<file path="config.mk">
export PLATFORM = sky130hd
export DESIGN_NAME = cla_pipe_adder_flat
export DESIGN_NICKNAME = d
export VERILOG_FILES = /design/src/rtl/cla_pipe_pkg.sv /design/src/rtl/cla_pipe_adder_if.sv /design/src/rtl/cla_group4.sv /design/src/rtl/cla_pipe_adder.sv /design/src/flat_wrapper.sv
export SDC_FILE = /design/constraint.sdc
export NUM_CORES = 1
export LEC_CHECK = 0
export BUFFER_PORTS_ARGS = -buffer_cell sky130_fd_sc_hd__buf_2
export CAP_MARGIN = 20
export CORE_ASPECT_RATIO = 0.75
export CORE_MARGIN = 3
export CORE_UTILIZATION = 55
export DETAILED_ROUTE_END_ITERATION = 16
export GPL_TIMING_DRIVEN = 0
export PLACE_DENSITY = 0.77
export SLEW_MARGIN = 10
export SYNTH_ARGS = -nofsm -noshare
export SYNTH_HDL_FRONTEND = slang
export SYNTH_SLANG_ARGS = --single-unit
</file>
<file path="constraint.sdc">
create_clock -name i_clk -period 23.7 [get_ports i_clk]
set_clock_uncertainty 0.2 [all_clocks]
set_input_delay 5.925 -clock i_clk [delete_from_list [all_inputs] [get_ports i_clk]]
set_output_delay 5.925 -clock i_clk [all_outputs]
set_load 0.005 [all_outputs]
</file>
<file path="src/rtl/cla_pipe_pkg.sv">
// Shared definitions for the pipelined carry-lookahead adder.
//   GROUP_W         : width of one lookahead group (4 bits).
//   MAX_GROUPS      : largest number of groups one slice may hold.
//   group_gp        : group generate/propagate from bit-level g/p.
//   lookahead_carry : carries into every group of a slice, each one a
//                     flat sum of products of the group P/G terms and the
//                     slice carry-in (no group-to-group ripple).
package cla_pipe_pkg;

  localparam int GROUP_W    = 4;
  localparam int MAX_GROUPS = 16;

  // Returns {G, P} for one 4-bit group.
  function automatic logic [1:0] group_gp(input logic [GROUP_W-1:0] g,
                                          input logic [GROUP_W-1:0] p);
    logic [1:0] gp;
    gp[1] = g[3] | (p[3] & g[2]) | (p[3] & p[2] & g[1]) |
            (p[3] & p[2] & p[1] & g[0]);
    gp[0] = &p;
    return gp;
  endfunction

  // c[j] = carry into group j; c[n] is the carry out of n groups.
  // Unused upper groups must be passed in with P = G = 0.
  function automatic logic [MAX_GROUPS:0] lookahead_carry(
      input logic [MAX_GROUPS-1:0] p,
      input logic [MAX_GROUPS-1:0] g,
      input logic                  cin);
    logic [MAX_GROUPS:0] c;
    logic                term;
    for (int j = 0; j <= MAX_GROUPS; j++) begin
      term = cin;
      for (int i = 0; i < j; i++) term = term & p[i];
      c[j] = term;
      for (int i = 0; i < j; i++) begin
        term = g[i];
        for (int m = i + 1; m < j; m++) term = term & p[m];
        c[j] = c[j] | term;
      end
    end
    return c;
  endfunction

endpackage

</file>
<file path="src/rtl/cla_pipe_adder_if.sv">
// Operation / result bundle of cla_pipe_adder.
//   Input side : i_valid, o_ready, i_data_a, i_data_b, i_carry, i_sub, i_tag
//   Output side: o_valid, i_ready, o_sum, o_carry, o_overflow, o_zero, o_tag
// Signal names keep the adder's point of view (i_ = into the adder).
// master: the producer/consumer around the adder; slave: the adder itself.
interface cla_pipe_adder_if #(
  parameter int WIDTH = 32,
  parameter int TAG_W = 4
);

  logic             i_valid;
  logic             o_ready;
  logic [WIDTH-1:0] i_data_a;
  logic [WIDTH-1:0] i_data_b;
  logic             i_carry;
  logic             i_sub;
  logic [TAG_W-1:0] i_tag;

  logic             o_valid;
  logic             i_ready;
  logic [WIDTH-1:0] o_sum;
  logic             o_carry;
  logic             o_overflow;
  logic             o_zero;
  logic [TAG_W-1:0] o_tag;

  modport master (
    output i_valid, i_data_a, i_data_b, i_carry, i_sub, i_tag, i_ready,
    input  o_ready, o_valid, o_sum, o_carry, o_overflow, o_zero, o_tag
  );

  modport slave (
    input  i_valid, i_data_a, i_data_b, i_carry, i_sub, i_tag, i_ready,
    output o_ready, o_valid, o_sum, o_carry, o_overflow, o_zero, o_tag
  );

endinterface

</file>
<file path="src/rtl/cla_group4.sv">
// 4-bit carry-lookahead group.
//   a, b : group operands
//   cin  : carry into the group (from the slice lookahead network)
//   sum  : group sum
//   p, g : group propagate / generate, independent of cin
module cla_group4
  import cla_pipe_pkg::*;
(
  input  logic [GROUP_W-1:0] a,
  input  logic [GROUP_W-1:0] b,
  input  logic               cin,
  output logic [GROUP_W-1:0] sum,
  output logic               p,
  output logic               g
);

  logic [GROUP_W-1:0] bit_g;
  logic [GROUP_W-1:0] bit_p;
  logic [GROUP_W-1:0] c;
  logic [1:0]         gp;

  assign bit_g = a & b;
  assign bit_p = a ^ b;

  assign c[0] = cin;
  assign c[1] = bit_g[0] | (bit_p[0] & cin);
  assign c[2] = bit_g[1] | (bit_p[1] & bit_g[0]) | (bit_p[1] & bit_p[0] & cin);
  assign c[3] = bit_g[2] | (bit_p[2] & bit_g[1]) | (bit_p[2] & bit_p[1] & bit_g[0]) |
                (bit_p[2] & bit_p[1] & bit_p[0] & cin);

  assign sum = bit_p ^ c;

  assign gp = group_gp(bit_g, bit_p);
  assign g  = gp[1];
  assign p  = gp[0];

endmodule

</file>
<file path="src/rtl/cla_pipe_adder.sv">
// Pipelined carry-lookahead adder/subtractor with valid/ready flow control.
// A WIDTH-bit operation is split into STAGES slices of WIDTH/STAGES bits;
// slice k is computed in pipeline stage k, from the carry registered by
// stage k-1. The stage STAGES-1 registers drive the outputs directly.
//   i_clk, i_rst : clock, synchronous active-high reset
//   io (slave)   : operation in (i_valid/o_ready, operands, carry, sub, tag)
//                  result out (o_valid/i_ready, sum, carry, overflow, zero, tag)
// Optional feature: define CLA_PIPE_FLAGS_EN to generate o_overflow and
// o_zero; without it both are tied to 0.
module cla_pipe_adder
  import cla_pipe_pkg::*;
#(
  parameter int WIDTH  = 32,
  parameter int STAGES = 4,
  parameter int TAG_W  = 4
) (
  input  logic            i_clk,
  input  logic            i_rst,
  cla_pipe_adder_if.slave io
);

  localparam int S  = WIDTH / STAGES;
  localparam int GN = S / GROUP_W;

  if ((STAGES < 1) || (TAG_W < 1) || ((WIDTH % (GROUP_W * STAGES)) != 0) ||
      (GN > MAX_GROUPS)) begin : g_bad_cfg
    $error("cla_pipe_adder: WIDTH must be a multiple of 4*STAGES (slice <= 64 bits)");
  end

  logic             advance;
  logic [WIDTH-1:0] a_p   [STAGES];
  logic [WIDTH-1:0] b_p   [STAGES];
  logic [WIDTH-1:0] sum_p [STAGES];
  logic             cy_p  [STAGES];
  logic [TAG_W-1:0] tag_p [STAGES];
  logic             vld_p [STAGES];
`ifdef CLA_PIPE_FLAGS_EN
  logic             zero_p [STAGES];
  logic             ovf_p;
`endif

  // Global stall: the whole pipe moves only when the output slot frees up.
  assign advance    = ~vld_p[STAGES-1] | io.i_ready;
  assign io.o_ready = advance;

  for (genvar k = 0; k < STAGES; k++) begin : g_stg
    localparam int BASE = k * S;
    localparam bit LAST = (k == STAGES - 1);

    logic [WIDTH-1:0] a_k;
    logic [WIDTH-1:0] b_k;
    logic [WIDTH-1:0] sum_k;
    logic [WIDTH-1:0] sum_nxt;
    logic             cin_k;
    logic             vld_k;
    logic [TAG_W-1:0] tag_k;
    logic [GN-1:0]    grp_p;
    logic [GN-1:0]    grp_g;
    logic [GN:0]      grp_c;
    logic [S-1:0]     slice_sum;

    if (k == 0) begin : g_src_port
      // Subtraction is A + ~B + 1; the external carry is ignored then.
      assign a_k   = io.i_data_a;
      assign b_k   = io.i_sub ? ~io.i_data_b : io.i_data_b;
      assign cin_k = io.i_sub | io.i_carry;
      assign sum_k = '0;
      assign tag_k = io.i_tag;
      assign vld_k = io.i_valid;
    end else begin : g_src_pipe
      assign a_k   = a_p[k-1];
      assign b_k   = b_p[k-1];
      assign cin_k = cy_p[k-1];
      assign sum_k = sum_p[k-1];
      assign tag_k = tag_p[k-1];
      assign vld_k = vld_p[k-1];
    end

    for (genvar j = 0; j < GN; j++) begin : g_grp
      cla_group4 u_grp (
        .a   (a_k[BASE + GROUP_W*j +: GROUP_W]),
        .b   (b_k[BASE + GROUP_W*j +: GROUP_W]),
        .cin (grp_c[j]),
        .sum (slice_sum[GROUP_W*j +: GROUP_W]),
        .p   (grp_p[j]),
        .g   (grp_g[j])
      );
    end

    assign grp_c = (GN+1)'(lookahead_carry(MAX_GROUPS'(grp_p), MAX_GROUPS'(grp_g), cin_k));

    always_comb begin
      sum_nxt             = sum_k;
      sum_nxt[BASE +: S]  = slice_sum;
    end

    // ---- stage k register boundary ----
    always_ff @(posedge i_clk) begin
      if (i_rst) begin
        vld_p[k] <= 1'b0;
      end else if (advance) begin
        vld_p[k] <= vld_k;
      end
    end

    // Only the output-facing stage has its data cleared by reset; inner
    // stages are qualified by their valid bits.
    always_ff @(posedge i_clk) begin
      if (i_rst && LAST) begin
        sum_p[k] <= '0;
        cy_p[k]  <= 1'b0;
        tag_p[k] <= '0;
      end else if (advance) begin
        a_p[k]   <= a_k;
        b_p[k]   <= b_k;
        sum_p[k] <= sum_nxt;
        cy_p[k]  <= grp_c[GN];
        tag_p[k] <= tag_k;
      end
    end

`ifdef CLA_PIPE_FLAGS_EN
    // Zero detect accumulates slice by slice so no stage sees a full-width OR.
    logic zero_in;
    if (k == 0) begin : g_zin_port
      assign zero_in = 1'b1;
    end else begin : g_zin_pipe
      assign zero_in = zero_p[k-1];
    end

    always_ff @(posedge i_clk) begin
      if (i_rst && LAST) begin
        zero_p[k] <= 1'b0;
      end else if (advance) begin
        zero_p[k] <= zero_in & ~|slice_sum;
      end
    end

    if (LAST) begin : g_ovf
      // Carry into the MSB recovered from the MSB sum bit: s = a ^ b ^ c.
      logic cin_msb;
      assign cin_msb = slice_sum[S-1] ^ a_k[WIDTH-1] ^ b_k[WIDTH-1];

      always_ff @(posedge i_clk) begin
        if (i_rst) begin
          ovf_p <= 1'b0;
        end else if (advance) begin
          ovf_p <= cin_msb ^ grp_c[GN];
        end
      end
    end
`endif
  end

  assign io.o_valid = vld_p[STAGES-1];
  assign io.o_sum   = sum_p[STAGES-1];
  assign io.o_carry = cy_p[STAGES-1];
  assign io.o_tag   = tag_p[STAGES-1];
`ifdef CLA_PIPE_FLAGS_EN
  assign io.o_overflow = ovf_p;
  assign io.o_zero     = zero_p[STAGES-1];
`else
  assign io.o_overflow = 1'b0;
  assign io.o_zero     = 1'b0;
`endif

endmodule

</file>
<file path="src/flat_wrapper.sv">
// flat-port wrapper written by rule: the top's interface ports become plain ports
module cla_pipe_adder_flat import cla_pipe_pkg::*;
#(
  parameter int WIDTH  = 32,
  parameter int STAGES = 4,
  parameter int TAG_W  = 4
)
  (i_clk, i_rst, io_i_valid, io_i_data_a, io_i_data_b, io_i_carry, io_i_sub, io_i_tag, io_i_ready, io_o_ready, io_o_valid, io_o_sum, io_o_carry, io_o_overflow, io_o_zero, io_o_tag);
  cla_pipe_adder_if #(.WIDTH(WIDTH), .TAG_W(TAG_W)) io_i ();
  input  logic i_clk;
  input  logic i_rst;
  input wire logic [$bits(io_i.i_valid)-1:0] io_i_valid;
  input wire logic [$bits(io_i.i_data_a)-1:0] io_i_data_a;
  input wire logic [$bits(io_i.i_data_b)-1:0] io_i_data_b;
  input wire logic [$bits(io_i.i_carry)-1:0] io_i_carry;
  input wire logic [$bits(io_i.i_sub)-1:0] io_i_sub;
  input wire logic [$bits(io_i.i_tag)-1:0] io_i_tag;
  input wire logic [$bits(io_i.i_ready)-1:0] io_i_ready;
  output wire logic [$bits(io_i.o_ready)-1:0] io_o_ready;
  output wire logic [$bits(io_i.o_valid)-1:0] io_o_valid;
  output wire logic [$bits(io_i.o_sum)-1:0] io_o_sum;
  output wire logic [$bits(io_i.o_carry)-1:0] io_o_carry;
  output wire logic [$bits(io_i.o_overflow)-1:0] io_o_overflow;
  output wire logic [$bits(io_i.o_zero)-1:0] io_o_zero;
  output wire logic [$bits(io_i.o_tag)-1:0] io_o_tag;
  assign io_i.i_valid = io_i_valid;
  assign io_i.i_data_a = io_i_data_a;
  assign io_i.i_data_b = io_i_data_b;
  assign io_i.i_carry = io_i_carry;
  assign io_i.i_sub = io_i_sub;
  assign io_i.i_tag = io_i_tag;
  assign io_i.i_ready = io_i_ready;
  assign io_o_ready = io_i.o_ready;
  assign io_o_valid = io_i.o_valid;
  assign io_o_sum = io_i.o_sum;
  assign io_o_carry = io_i.o_carry;
  assign io_o_overflow = io_i.o_overflow;
  assign io_o_zero = io_i.o_zero;
  assign io_o_tag = io_i.o_tag;
  cla_pipe_adder #(.WIDTH(WIDTH), .STAGES(STAGES), .TAG_W(TAG_W)) u_core (.i_clk(i_clk), .i_rst(i_rst), .io(io_i));
endmodule
</file>
======== After elaboration in Yosys (flattened, before gate mapping) ========
Memory sizes are Yosys's and may differ from the RTL's.
Cells that the tools add are included.
word-level totals
  register bits ........................... 0
  memory bits (writable) .................. 408
  bits of input ports ..................... 74
  output and inout port bits .............. 41
  memories ................................ 6
operators by class
  muxes and demuxes ....................... 14
  bitwise operators ....................... 243
  reduce and logical (&&, ||, !) cells .... 8
memory list
  memory        words  bits a word  read ports  clocked after memory_dff  write ports  line                  RTL
  u_core.a_p    4      32           3           0                         4            cla_pipe_adder.sv:31  logic [WIDTH-1:0] a_p [STAGES];
  u_core.b_p    4      32           3           0                         4            cla_pipe_adder.sv:32  logic [WIDTH-1:0] b_p [STAGES];
  u_core.sum_p  4      32           4           0                         4            cla_pipe_adder.sv:33  logic [WIDTH-1:0] sum_p [STAGES];
  u_core.tag_p  4      4            4           0                         4            cla_pipe_adder.sv:35  logic [TAG_W-1:0] tag_p [STAGES];
  u_core.cy_p   4      1            4           0                         4            cla_pipe_adder.sv:34  logic cy_p [STAGES];
  u_core.vld_p  4      1            4           0                         4            cla_pipe_adder.sv:36  logic vld_p [STAGES];
operators by type and width
  cell              number
  $and 1x1->1       124
  $or 1x1->1        93
  $mux 32           2
  $xor 4x4->4       16
  $and 4x4->4       8
  $not 32->32       1
  $reduce_and 4->1  8
  $mux 1            11
  $mux 4            1
  $not 1->1         1

======== Logic depth before layout (Yosys ltp) ========
  depth after elaboration ................. 11
  depth in mapped cells ................... 9
  mapped depth without buffers ............ 8

======== Hierarchy ========
From an unflattened synthesis, not the netlist that was laid out.
second synthesis, totals
  cells, all modules ...................... 481
  area total of the unflattened synthesis .. 8498.2 um^2
modules (own cells, without submodules)
  module          instances  cells an instance  area an instance (um^2)  seq. area each (um^2)
  cla_pipe_adder  1          305                7036.7                   6005.8
  cla_group4      8          22                 182.7                    0.0

======== Worst setup path after synthesis ========
No wires, ideal clock.
  path type ............................... input to output
  start point ............................. input io_i_ready
  end point ............................... output io_o_ready
  arrival time ............................ 9.826 ns
  required time ........................... 17.575 ns
  slack ................................... 7.749 ns
  cell stages on the path ................. 1
  path buffers ............................ 0
  cells stage by stage .................... nand2b_1
between the ends
  cells in the longest elaborated chain, start to end .. 1
RTL lines
  element          line                  RTL
  start, declared  flat_wrapper.sv:18    input wire logic [$bits(io_i.i_ready)-1:0] io_i_ready;
  $or 1x1->1       cla_pipe_adder.sv:43  assign advance = ~vld_p[STAGES-1] | io.i_ready;
  end, declared    flat_wrapper.sv:19    output wire logic [$bits(io_i.o_ready)-1:0] io_o_ready;
Every way passes these cells.

======== Worst setup path after layout ========
Same ends and word-level chain as after synthesis.

==> summary.md <==
| Metric | Value |
|---|---|
| Maximum number of pins on one net before global-route repair | 67 |
| Critical path data arrival time | roughly 6700 ps |
| Peak VDD IR | approximately 0.000049 V |
| Data required time at the worst endpoint | between 15000 and 20000 ps |
| Share of synthesized registers carrying an async set or reset | 0% |
| Register share of total power | a little under three fifths |
| Flip-flop and latch count after synthesis | 200 |
| Area taken by flip-flops and latches | approximately 6000 um2 |
| Die outline area | 16100 um2 |
| Clock tree buffer depth | 2 |
| Outcome | complete, no violations |
| Proportion of layout cells with a drive suffix above 1 | 27.5% |
| Worst Setup Path Type | in -> out |
| Fin Setup TNS | 0 ps |
| Net switching share of the total power | a little under a quarter |
| Chip height | between 100 and 150 um |
| Antenna fix cells | 0 |
| Hold Fails Final Rpt | 0 |
| Met2 wirelength from detailed routing | 6.03 mm |
| Post-synth top area cell | edfxtp_1 |
| WL/cell | 14.9 um |
| Wirelength, routed | around 12 mm |
| Post-Route M1 WL | between 4 and 5 mm |
| Boundary Pins | between 100 and 150 |
| Row cnt | 37 |
| Relative slew slack | between 30% and 40% |
| Die Width | 146 um |
| Leakage power figure | 3.91 nW |
| Unique cell type count in the Yosys netlist | 44 |
| Met3 routed WL | roughly 540 um |
| Total half-perimeter wirelength after legalization and detailed placement | ~8 mm |
| Total congestion overflow after global routing | 0 |
| Count of synthesis-stage warnings from yosys | 0 |
| Kind of path behind the tightest hold check | reg -> reg |
| Maximum operating frequency | between 70 and 80 MHz |
| Portion of the clock cycle consumed by the worst path in the final layout | ~54% |
| Setup repair after global routing missed its margin | no |
| Top Metal Used | met4 |
| Multi-input gate area | between 1500 and 2000 um2 |
| First-pass GRT wire length | 19.4 mm |
| Initial DRT Pass Iterations | 4 |
| Clk Latency, worst-skew pair | roughly 420 ps |
| Max FO, Critical Path | 36 |
| TritonCTS buffer count | 17 |
| Mapped Avg Cell Area | 17.8 um2 |
| Post-route DRC | 0 |
| Initial antenna violation count | 0 |
| Post-route minimum period | 12810 ps |
| Slew Viols, Final | 0 |
| Number of levels the H-tree was split into | 4 |
| Primary FF master, synth | edfxtp_1 |
| Category of the worst setup path launch point | primary input |
| Pre-CTS worst setup slack | about 11000 ps |
| Number of global-route vias before repair | ~4000 |
| Hold_buf cts | 0 |
| Initial DRC Count | about 230 |
| Vias/cell | between 4 and 5 |
| Logic gate share of total power | 12.2% |
| Cell with the most instances after synthesis | edfxtp_1 |
| Area share of the leading cell type in the synthesized netlist | roughly 75% |
| Fraction of power consumed by the clock network | a little under a third |
| Post-CTS repair timing setup buffer count | 0 |
| Setup WS post-layout | about 11000 ps |
| Global Route Usage Sum | roughly 16% |
| Clock tree from TritonCTS | built |
| Hold Startpoint | u_core.a_p[0][29] |
| Number of buffer cells added on primary ports | between 100 and 150 |
| Initial core utilization | approximately 57% |
| Cell-internal power | 644 uW |
| Post-synthesis instance area | around 8000 um2 |
| Share of the yosys chip area belonging to registers | 74.7% |
| Number of synthesized flops with an enable pin | 200 |
| Number of routed nets with antenna violations | 0 |
| Dominant cells by area after synthesis | edfxtp_1, ha_1, xor2_1, and2_1, fa_1 |
| Ratio of total power to cell area | slightly below 90 nW/um2 |
| Filler cells | roughly 970 |
| Layout overhead on the synthesized area | 17.3% |
| Gates resized, CTS repair | 0 |
| Worst setup EP type | output pin |
| Total via count in the routed design | between 3000 and 4000 |
| Launching point of the worst reg2reg path | u_core.vld_p[1][1] |
| Critical path origin | io_i_ready |
| Count of endpoints failing setup in the final report | 0 |
| Clock Tree Root | clkbuf_16 |
| TritonCTS sink count | 200 |
| Clk slew on worst S/H paths | roughly 70 ps |
| Weighted congestion reported at the end of routability-driven placement | about 0.85 |
| Number of violations of the max-capacitance limit | 0 |
| Post-layout net count | between 600 and 700 |
| Top cells by instance count after synthesis | edfxtp_1, xor2_1, and2_1 |
| Net switching power | approximately 190 uW |
| Gate count of the mapped netlist | approximately 450 |
| Worst Max-Slew Pin Slew | 948 ps |
| Area of the placeable core | 14000 um2 |
worst max-delay path, cell delays in order:
cell and delay [ps]:
buf_2 70, nand2b_4 460, buf_2 210
flip-flops by register name, indices dropped and copies added, names as in the netlist:
name	cells
u_core.sum_p	80
u_core.tag_p	16
u_core.b_p	48
u_core.vld_p	4
u_core.a_p	48
u_core.cy_p	4
kinds of logic after synthesis:
| logic type | count (synthesis) | synth area share [%] |
|---|---|---|
| AOI/OAI and AO/OA | 55 | 6.02 |
| xor gates and xnor gates | 49 | 5.34 |
| adders and majority gates | 40 | 6.97 |
| buffers and inverters | 31 | 1.63 |
| DFF | 200 | 74.7 |
| muxes | 1 | 0.140 |
| other | 1 | 0.0466 |
| and+or+nand+nor | 74 | 5.20 |
metal layers:
layer / global-route usage [%] / up-vias
met5: 0 / -
met4: 6.45 / 0
met3: 5.31 / 18
met2: 26.5 / 103
met1: 18.4 / 1833
li1: - / 1946
area by class of cell:
class / instances / share of cell area [%]
Tap cell: 195 / 2.58
Sequential cell: 200 / 63.6
Clock buffer: 17 / 4.51
Clock inverter: 15 / 1.10
Timing Repair Buffer: 113 / 6.47
Inverter: 22 / 0.875
Multi-Input combinational cell: 221 / 20.3
Buffer: 9 / 0.517
layout by cell type, fill, tap and decap left out, types with 3 or more instances in the layout:
| cell | instances |
|---|---|
| a2111oi_4 | 3 |
| a211oi_1 | 4 |
| a21boi_0 | 3 |
| a21o_1 | 8 |
| a21oi_1 | 10 |
| and2_1 | 34 |
| and3_1 | 4 |
| buf_2 | 114 |
| buf_4 | 3 |
| clkbuf_1 | 3 |
| clkbuf_16 | 17 |
| clkinv_1 | 4 |
| clkinvlp_4 | 5 |
| edfxtp_1 | 200 |
| fa_1 | 8 |
| ha_1 | 32 |
| inv_1 | 22 |
| inv_6 | 3 |
| nand2_1 | 5 |
| nand3_1 | 3 |
| nor2_1 | 13 |
| nor3_1 | 5 |
| o21a_1 | 3 |
| o21ai_0 | 4 |
| o21bai_1 | 3 |
| xnor2_1 | 11 |
| xor2_1 | 38 |
power groups by stage:
stage	Sequential [mW]	Combinational [mW]	Clock, mW
2_1_floorplan	0.481	0.0655	0
3_3_place_gp	0.482	0.0958	0
3_5_place_dp	0.484	0.101	0
4_1_cts	0.476	0.102	0.263
5_1_grt	0.481	0.114	0.278
6_report	0.475	0.101	0.255
worst paths after layout:
path | slack, ps | to | cells after the start
worst max-delay path | 10890 | io_o_ready | 3
worst min-delay path | 210 | u_core.a_p[1][29] | 0
worst max register to register | 21180 | u_core.sum_p[3][19] | 5
worst min register to register | 210 | u_core.a_p[1][29] | 0
per-stage QoR:
stage | power (mW) | area [um2] | std cells | hold WS, ps | util (%)
after floorplan | 0.546 | 8050 | 452 | 200 | -
after global placement | 0.578 | 8850 | 758 | 201 | 63.1
after detailed placement | 0.584 | 8910 | 760 | 205 | 63.5
after CTS | 0.842 | 9440 | 792 | 218 | 67.3
after global routing | 0.873 | 9440 | 792 | 224 | 67.3
final | 0.832 | 9440 | 792 | 214 | 67.3
Power figures use the tool's default switching activity.
